===== config.mk =====
export PLATFORM = sky130hd
export DESIGN_NAME = snax_reshuffler_feed_buffer
export DESIGN_NICKNAME = d
export VERILOG_FILES = /design/src/rtl/snax_reshuffler_feed_buffer.sv
export SDC_FILE = /design/constraint.sdc
export NUM_CORES = 2
export LEC_CHECK = 0
export ABC_AREA = 1
export BUFFER_PORTS_ARGS = -buffer_cell sky130_fd_sc_hd__buf_2
export CAP_MARGIN = 20
export CORE_ASPECT_RATIO = 1.2
export CORE_MARGIN = 2
export CORE_UTILIZATION = 53
export CTS_CLUSTER_DIAMETER = 200
export DETAILED_ROUTE_END_ITERATION = 8
export GPL_TIMING_DRIVEN = 0
export PLACE_DENSITY = 0.85
export SYNTH_ARGS = -nofsm -noshare
export SYNTH_HDL_FRONTEND = slang
export SYNTH_SLANG_ARGS = --single-unit

===== constraint.sdc =====
create_clock -name clock -period 96.1 [get_ports clock]
set_clock_uncertainty 0.2 [all_clocks]
set_input_delay 14.415 -clock clock [delete_from_list [all_inputs] [get_ports clock]]
set_output_delay 14.415 -clock clock [all_outputs]
set_load 0.01 [all_outputs]

===== src/rtl/snax_reshuffler_feed_buffer.sv =====
// snax_reshuffler_feed_buffer: job-gated elastic FIFO from the streamer to the data reshuffler.
// Ports:
//   clock, reset                   clock and asynchronous active-high reset
//   in_data_i/in_valid_i/in_ready_o    beat stream from the streamer
//   out_data_o/out_valid_o/out_ready_i beat stream to the reshuffler
//   ctrl_beats_i/ctrl_valid_i/ctrl_ready_o  job length CSR write
//   busy_o, beat_count_o, stall_count_o     read-only status CSRs
module snax_reshuffler_feed_buffer #(
    parameter int DataWidth = 512,
    parameter int Depth     = 4,
    parameter int CntWidth  = 32
) (
    input  logic                 clock,
    input  logic                 reset,
    input  logic [DataWidth-1:0] in_data_i,
    input  logic                 in_valid_i,
    output logic                 in_ready_o,
    output logic [DataWidth-1:0] out_data_o,
    output logic                 out_valid_o,
    input  logic                 out_ready_i,
    input  logic [CntWidth-1:0]  ctrl_beats_i,
    input  logic                 ctrl_valid_i,
    output logic                 ctrl_ready_o,
    output logic                 busy_o,
    output logic [CntWidth-1:0]  beat_count_o,
    output logic [CntWidth-1:0]  stall_count_o
);
    localparam int AW = $clog2(Depth);
    localparam int OW = AW + 1;

    typedef enum logic {IDLE, RUN} state_t;

    state_t                state, state_next;
    logic [DataWidth-1:0]  mem [Depth];
    logic [AW-1:0]         wr_ptr, rd_ptr;
    logic [OW-1:0]         count;
    logic [CntWidth-1:0]   rem_in, rem_out, beat_cnt, stall_cnt;
    logic                  push, pop, stall, ctrl_fire;

    // Ready depends only on registered occupancy: no write-through when full.
    assign in_ready_o    = (state == RUN) && (rem_in != '0) && (count != OW'(Depth));
    assign out_valid_o   = count != '0;
    assign out_data_o    = mem[rd_ptr];
    assign ctrl_ready_o  = state == IDLE;
    assign busy_o        = state == RUN;
    assign beat_count_o  = beat_cnt;
    assign stall_count_o = stall_cnt;
    assign push          = in_valid_i && in_ready_o;
    assign pop           = out_valid_o && out_ready_i;
    assign stall         = (state == RUN) && out_valid_o && !out_ready_i;
    assign ctrl_fire     = ctrl_ready_o && ctrl_valid_i;

    always_comb begin
        state_next = state;
        if (state == IDLE && ctrl_fire && ctrl_beats_i != '0)
            state_next = RUN;
        // Every pushed beat precedes its pop, so the FIFO is empty on the last pop.
        else if (state == RUN && pop && rem_out == CntWidth'(1))
            state_next = IDLE;
    end

    always_ff @(posedge clock or posedge reset) begin
        if (reset) begin
            state     <= IDLE;
            wr_ptr    <= '0;
            rd_ptr    <= '0;
            count     <= '0;
            rem_in    <= '0;
            rem_out   <= '0;
            beat_cnt  <= '0;
            stall_cnt <= '0;
            for (int i = 0; i < Depth; i++)
                mem[i] <= '0;
        end else begin
            state <= state_next;
            if (push) begin
                mem[wr_ptr] <= in_data_i;
                wr_ptr      <= wr_ptr + AW'(1);
            end
            if (pop)
                rd_ptr <= rd_ptr + AW'(1);
            count <= count + OW'(push) - OW'(pop);
            if (ctrl_fire) begin
                rem_in    <= ctrl_beats_i;
                rem_out   <= ctrl_beats_i;
                beat_cnt  <= '0;
                stall_cnt <= '0;
            end else begin
                if (push)
                    rem_in <= rem_in - CntWidth'(1);
                if (pop) begin
                    rem_out  <= rem_out - CntWidth'(1);
                    beat_cnt <= beat_cnt + CntWidth'(beat_cnt != '1);
                end
                if (stall)
                    stall_cnt <= stall_cnt + CntWidth'(stall_cnt != '1);
            end
        end
    end
endmodule


==> metrics.md <==
| Metric | Value |
|---|---|
| Area share of the largest cell type after synthesis | 53.48% |
| Leakage dissipation | 59.15 nW |
| Met1 Usage GRT | 49.09% |
| Critical path data required time | 81,490 ps |
| Hold/Removal Path Class | register to register |
| Final setup margin | 75,590 ps |
| Met2 Usage GRT | 60.02% |
| Final-stage net count | 15,070 |
| Die outline area | 0.1964 sq mm |
| Die height | 485.0 microns |
| Final setup TNS | 0 ps |
| Slew headroom | 7.499% |
| Cell seen most often among critical-path stages | sky130_fd_sc_hd__buf_2 |
| Post-CTS resize count | 0 |
| Transition time of the tightest slew-check pin | 1388 ps |
| Global routing's busiest layer | met2 |
| Critical path's largest stage delay | 1090 ps |
| CP startpoint kind | register |
| Wire length per cell after detailed routing | 24.25 microns |
| Main area contributors after synthesis | sky130_fd_sc_hd__dfrtp_1 (53%), sky130_fd_sc_hd__nand2_1 (17%), sky130_fd_sc_hd__o21ai_0 (15%) |
| Power per standard cell area | 39.17 mW/mm^2 |
| Setup slack after placement | 76,950 ps |
| Run status | finished clean |
| Clock sink total | 2,184 |
| Critical Path, Cell by Cell | buf_2 > buf_2 > buf_2 > clkbuf_2 > buf_1 > nor2_1 > o22ai_1 > buf_2 |
| Data arrival time of the critical path | 5900 ps |
| Source-to-sink clock delay at the later pin of the worst-skew pair | 920 ps |
| Buffers on Ports | 1,128 |
| Number of nets in the synthesized netlist | 13,680 |
| Post-synthesis cell area | 0.1022 sq mm |
| Site row count | 176 |
| Vias per std cell | 6.058 |
| Detailed placement HPWL | 306.9 mm |
| Level count of the clock H-tree | 4 |
| Cell area after layout | 0.1196 sq mm |
| Fraction of the yosys area taken by sequential cells | 53.48% |
| Share of the clock period used by the worst path after layout | 21.35% |
| Final Slew Violations | 0 |
| Setup bufs post-CTS | 0 |
| Hold buffers post-CTS | 0 |
| Global routing usage on met3 | 18.80% |
| Count of mapped cells out of synthesis | 13,120 |
| Setup violation total in the final timing report | 0 |
| Worst vdd ir | 24.16 uV |
| Final GP Congestion | 1.047 |
| Timing-limited maximum frequency | 48.75 MHz |
| Maximum number of pins on one net before global-route repair | 131 |
| Via count of the first global-routing pass | 98,330 |
| Minimum clock period after layout | 20,510 ps |
| First-pass GRT wire length | 619.0 mm |
| Hold violation total from the final report | 0 |
| Remaining routing DRC violations | 0 |
| Number of flip-flops and latches in the synthesized netlist | 2,184 |
| Global route total overflow | 0 |
| Cell at the slowest stage of the critical path | sky130_fd_sc_hd__o22ai_1 |
| Tot GR Track Use | 41.93% |
| Initial antenna violation count | 238 |
| Initial standard-cell utilization of the core | 53.34% |
| RSZ-0062 raised after global routing | no |
| Synthesized area per cell | 7.788 sq um |
| Via count | 105,100 |
| Crit path max fanout | 13 |
| I/O pins | 1,129 |
| Library cells used by synthesis | 35 |
| Layout cell share with drive strength beyond 1 | 12.74% |
| Kind of capture point of the worst setup path | output port |
| FILL cells | 16,550 |
| Overall Power | 4.685 mW |
| Number of DRC markers after the initial detailed-route iteration | 14,110 |
| CTS tree | done |
| Clock buffer depth | 3 |
| Horizontal die dimension | 404.8 microns |
| Number of max-cap violations | 0 |
| Number of standard cells in the layout, taps in and fillers out | 17,340 |
| Number of detailed-routing iterations run before antenna repair | 6 |
| Post-DRT Antenna Nets | 0 |
| Cell at the root of the clock tree | sky130_fd_sc_hd__clkbuf_16 |
| Clock input transition at the sequential cells of the worst setup and hold paths | 70 ps |
| Area after DPL | 0.1118 sq mm |
| Warnings, synthesis | 0 |
| Placed insts | 16,780 |
| Library cell with the largest summed area after synthesis | sky130_fd_sc_hd__dfrtp_1 |
| Number of buffers added by the clock tree synthesis step | 210 |
| WS Path Type | register to output port |
| Wire length reported by the detailed router | 420.6 mm |
| Area of the placeable core | 0.1916 sq mm |
| Layout overhead on the synthesized area | 17.03% |
[synth_stat cells, drive strengths merged]
master	n
nand2	4512
o21ai	3159
dfrtp	2184
nor2	1236
clkbuf	663
o22ai	512
buf	381
inv	174
nand3	99
a21oi	36
nand4	36
nor3	32
xor2	19
nor4	15
ha	13
o211ai	11
a31oi	9
o21bai	7
nand3b	5
xnor2	5
clkinv	4
o221ai	4
o311ai	2
fa	1
nor3b	1
or2	1
[power by group]
group	total [mW]	internal, mW	switching [mW]
Sequential	1.53	1.33	0.204
Combinational	2.27	0.634	1.64
Clock	0.882	0.498	0.385
[cell usage in the layout (no fill, tap or decap), types with 10 or more instances in the layout]
cell,count
sky130_fd_sc_hd__nand3_1,98
sky130_fd_sc_hd__clkinv_2,37
sky130_fd_sc_hd__buf_6,10
sky130_fd_sc_hd__xor2_1,19
sky130_fd_sc_hd__nor4_1,15
sky130_fd_sc_hd__clkbuf_8,49
sky130_fd_sc_hd__bufinv_16,19
sky130_fd_sc_hd__o22ai_1,512
sky130_fd_sc_hd__diode_2,172
sky130_fd_sc_hd__o21ai_1,192
sky130_fd_sc_hd__nand2_1,4512
sky130_fd_sc_hd__clkbuf_1,696
sky130_fd_sc_hd__o21ai_0,2967
sky130_fd_sc_hd__buf_2,1446
sky130_fd_sc_hd__nand4_1,36
sky130_fd_sc_hd__buf_16,24
sky130_fd_sc_hd__nor2_1,1229
sky130_fd_sc_hd__ha_1,13
sky130_fd_sc_hd__buf_8,17
sky130_fd_sc_hd__clkbuf_2,12
sky130_fd_sc_hd__o211ai_1,11
sky130_fd_sc_hd__inv_1,168
sky130_fd_sc_hd__a21oi_1,36
sky130_fd_sc_hd__nor3_1,32
sky130_fd_sc_hd__clkbuf_16,213
sky130_fd_sc_hd__buf_1,50
sky130_fd_sc_hd__dfrtp_1,2184
[final cells by class]
cell class                 instances  area [sq um]  share of cell area (%)
tap                             2492          3118                   2.607
clock buffer                     307          6173                   5.162
sequential                      2184         54650                   45.70
multi-input combinational       9715         42460                   35.51
clock inverter                    80          1091                  0.9123
antenna                          172         430.4                  0.3599
inverter                         178         675.6                  0.5650
buffer                          1044          4414                   3.691
timing repair buffer            1170          6573                   5.496
[per-layer routing]
metal  part of all wire [%]  up-vias
met2                     42     7071
met3                     15     1877
met4                    8.9      148
met5                   0.23        -
met1                     33    49740
li1                       -    46220
[stage by stage]
step | hold WS, ps | util (%)
after global placement | 255.8 | 57.91
after detailed placement | 263.2 | 58.38
after CTS | 277.0 | 62.17
after global routing | 294.6 | 62.30
final | 277.0 | 62.42
after floorplan | 244.1 | -
[registers in the layout, indices dropped and copies added, names as in the netlist]
name	cells
wr_ptr	2
rem_out	32
stall_count_o	32
rem_in	32
busy_o	1
rd_ptr	2
beat_count_o	32
mem	2048
count	3
[path summary, 6_finish.rpt]
| kind | start | end | slack [ps] | cells after the start |
|---|---|---|---|---|
| min in group asynchronous | reset | mem[50] | 13390 | 2 |
| setup / recovery | rd_ptr[0] | out_data_o[489] | 75590 | 8 |
| hold reg to reg | mem[1231] | mem[1231] | 280 | 2 |
| setup reg to reg | busy_o | mem[144] | 91740 | 8 |
| hold / removal | mem[1231] | mem[1231] | 280 | 2 |
| max in group asynchronous | reset | mem[1715] | 79400 | 7 |
[critical path: cells and delay by family, from the launching register on]
family	cells	cell delay, ps
AND/OR/NAND/NOR	1	140
flip-flops	1	320
AO/OA/AOI/OAI	1	1090
buffers and inverters	6	3390
[cell families after synthesis]
group	synth area share (%)
AND/OR/NAND/NOR	22.14
AO/OA/AOI/OAI	19.02
XOR/XNOR	0.2057
adder cells (fa/ha/maj)	0.1788
buffers and inverters	4.967
flip-flops	53.48
(Power assumes the default switching activity.)
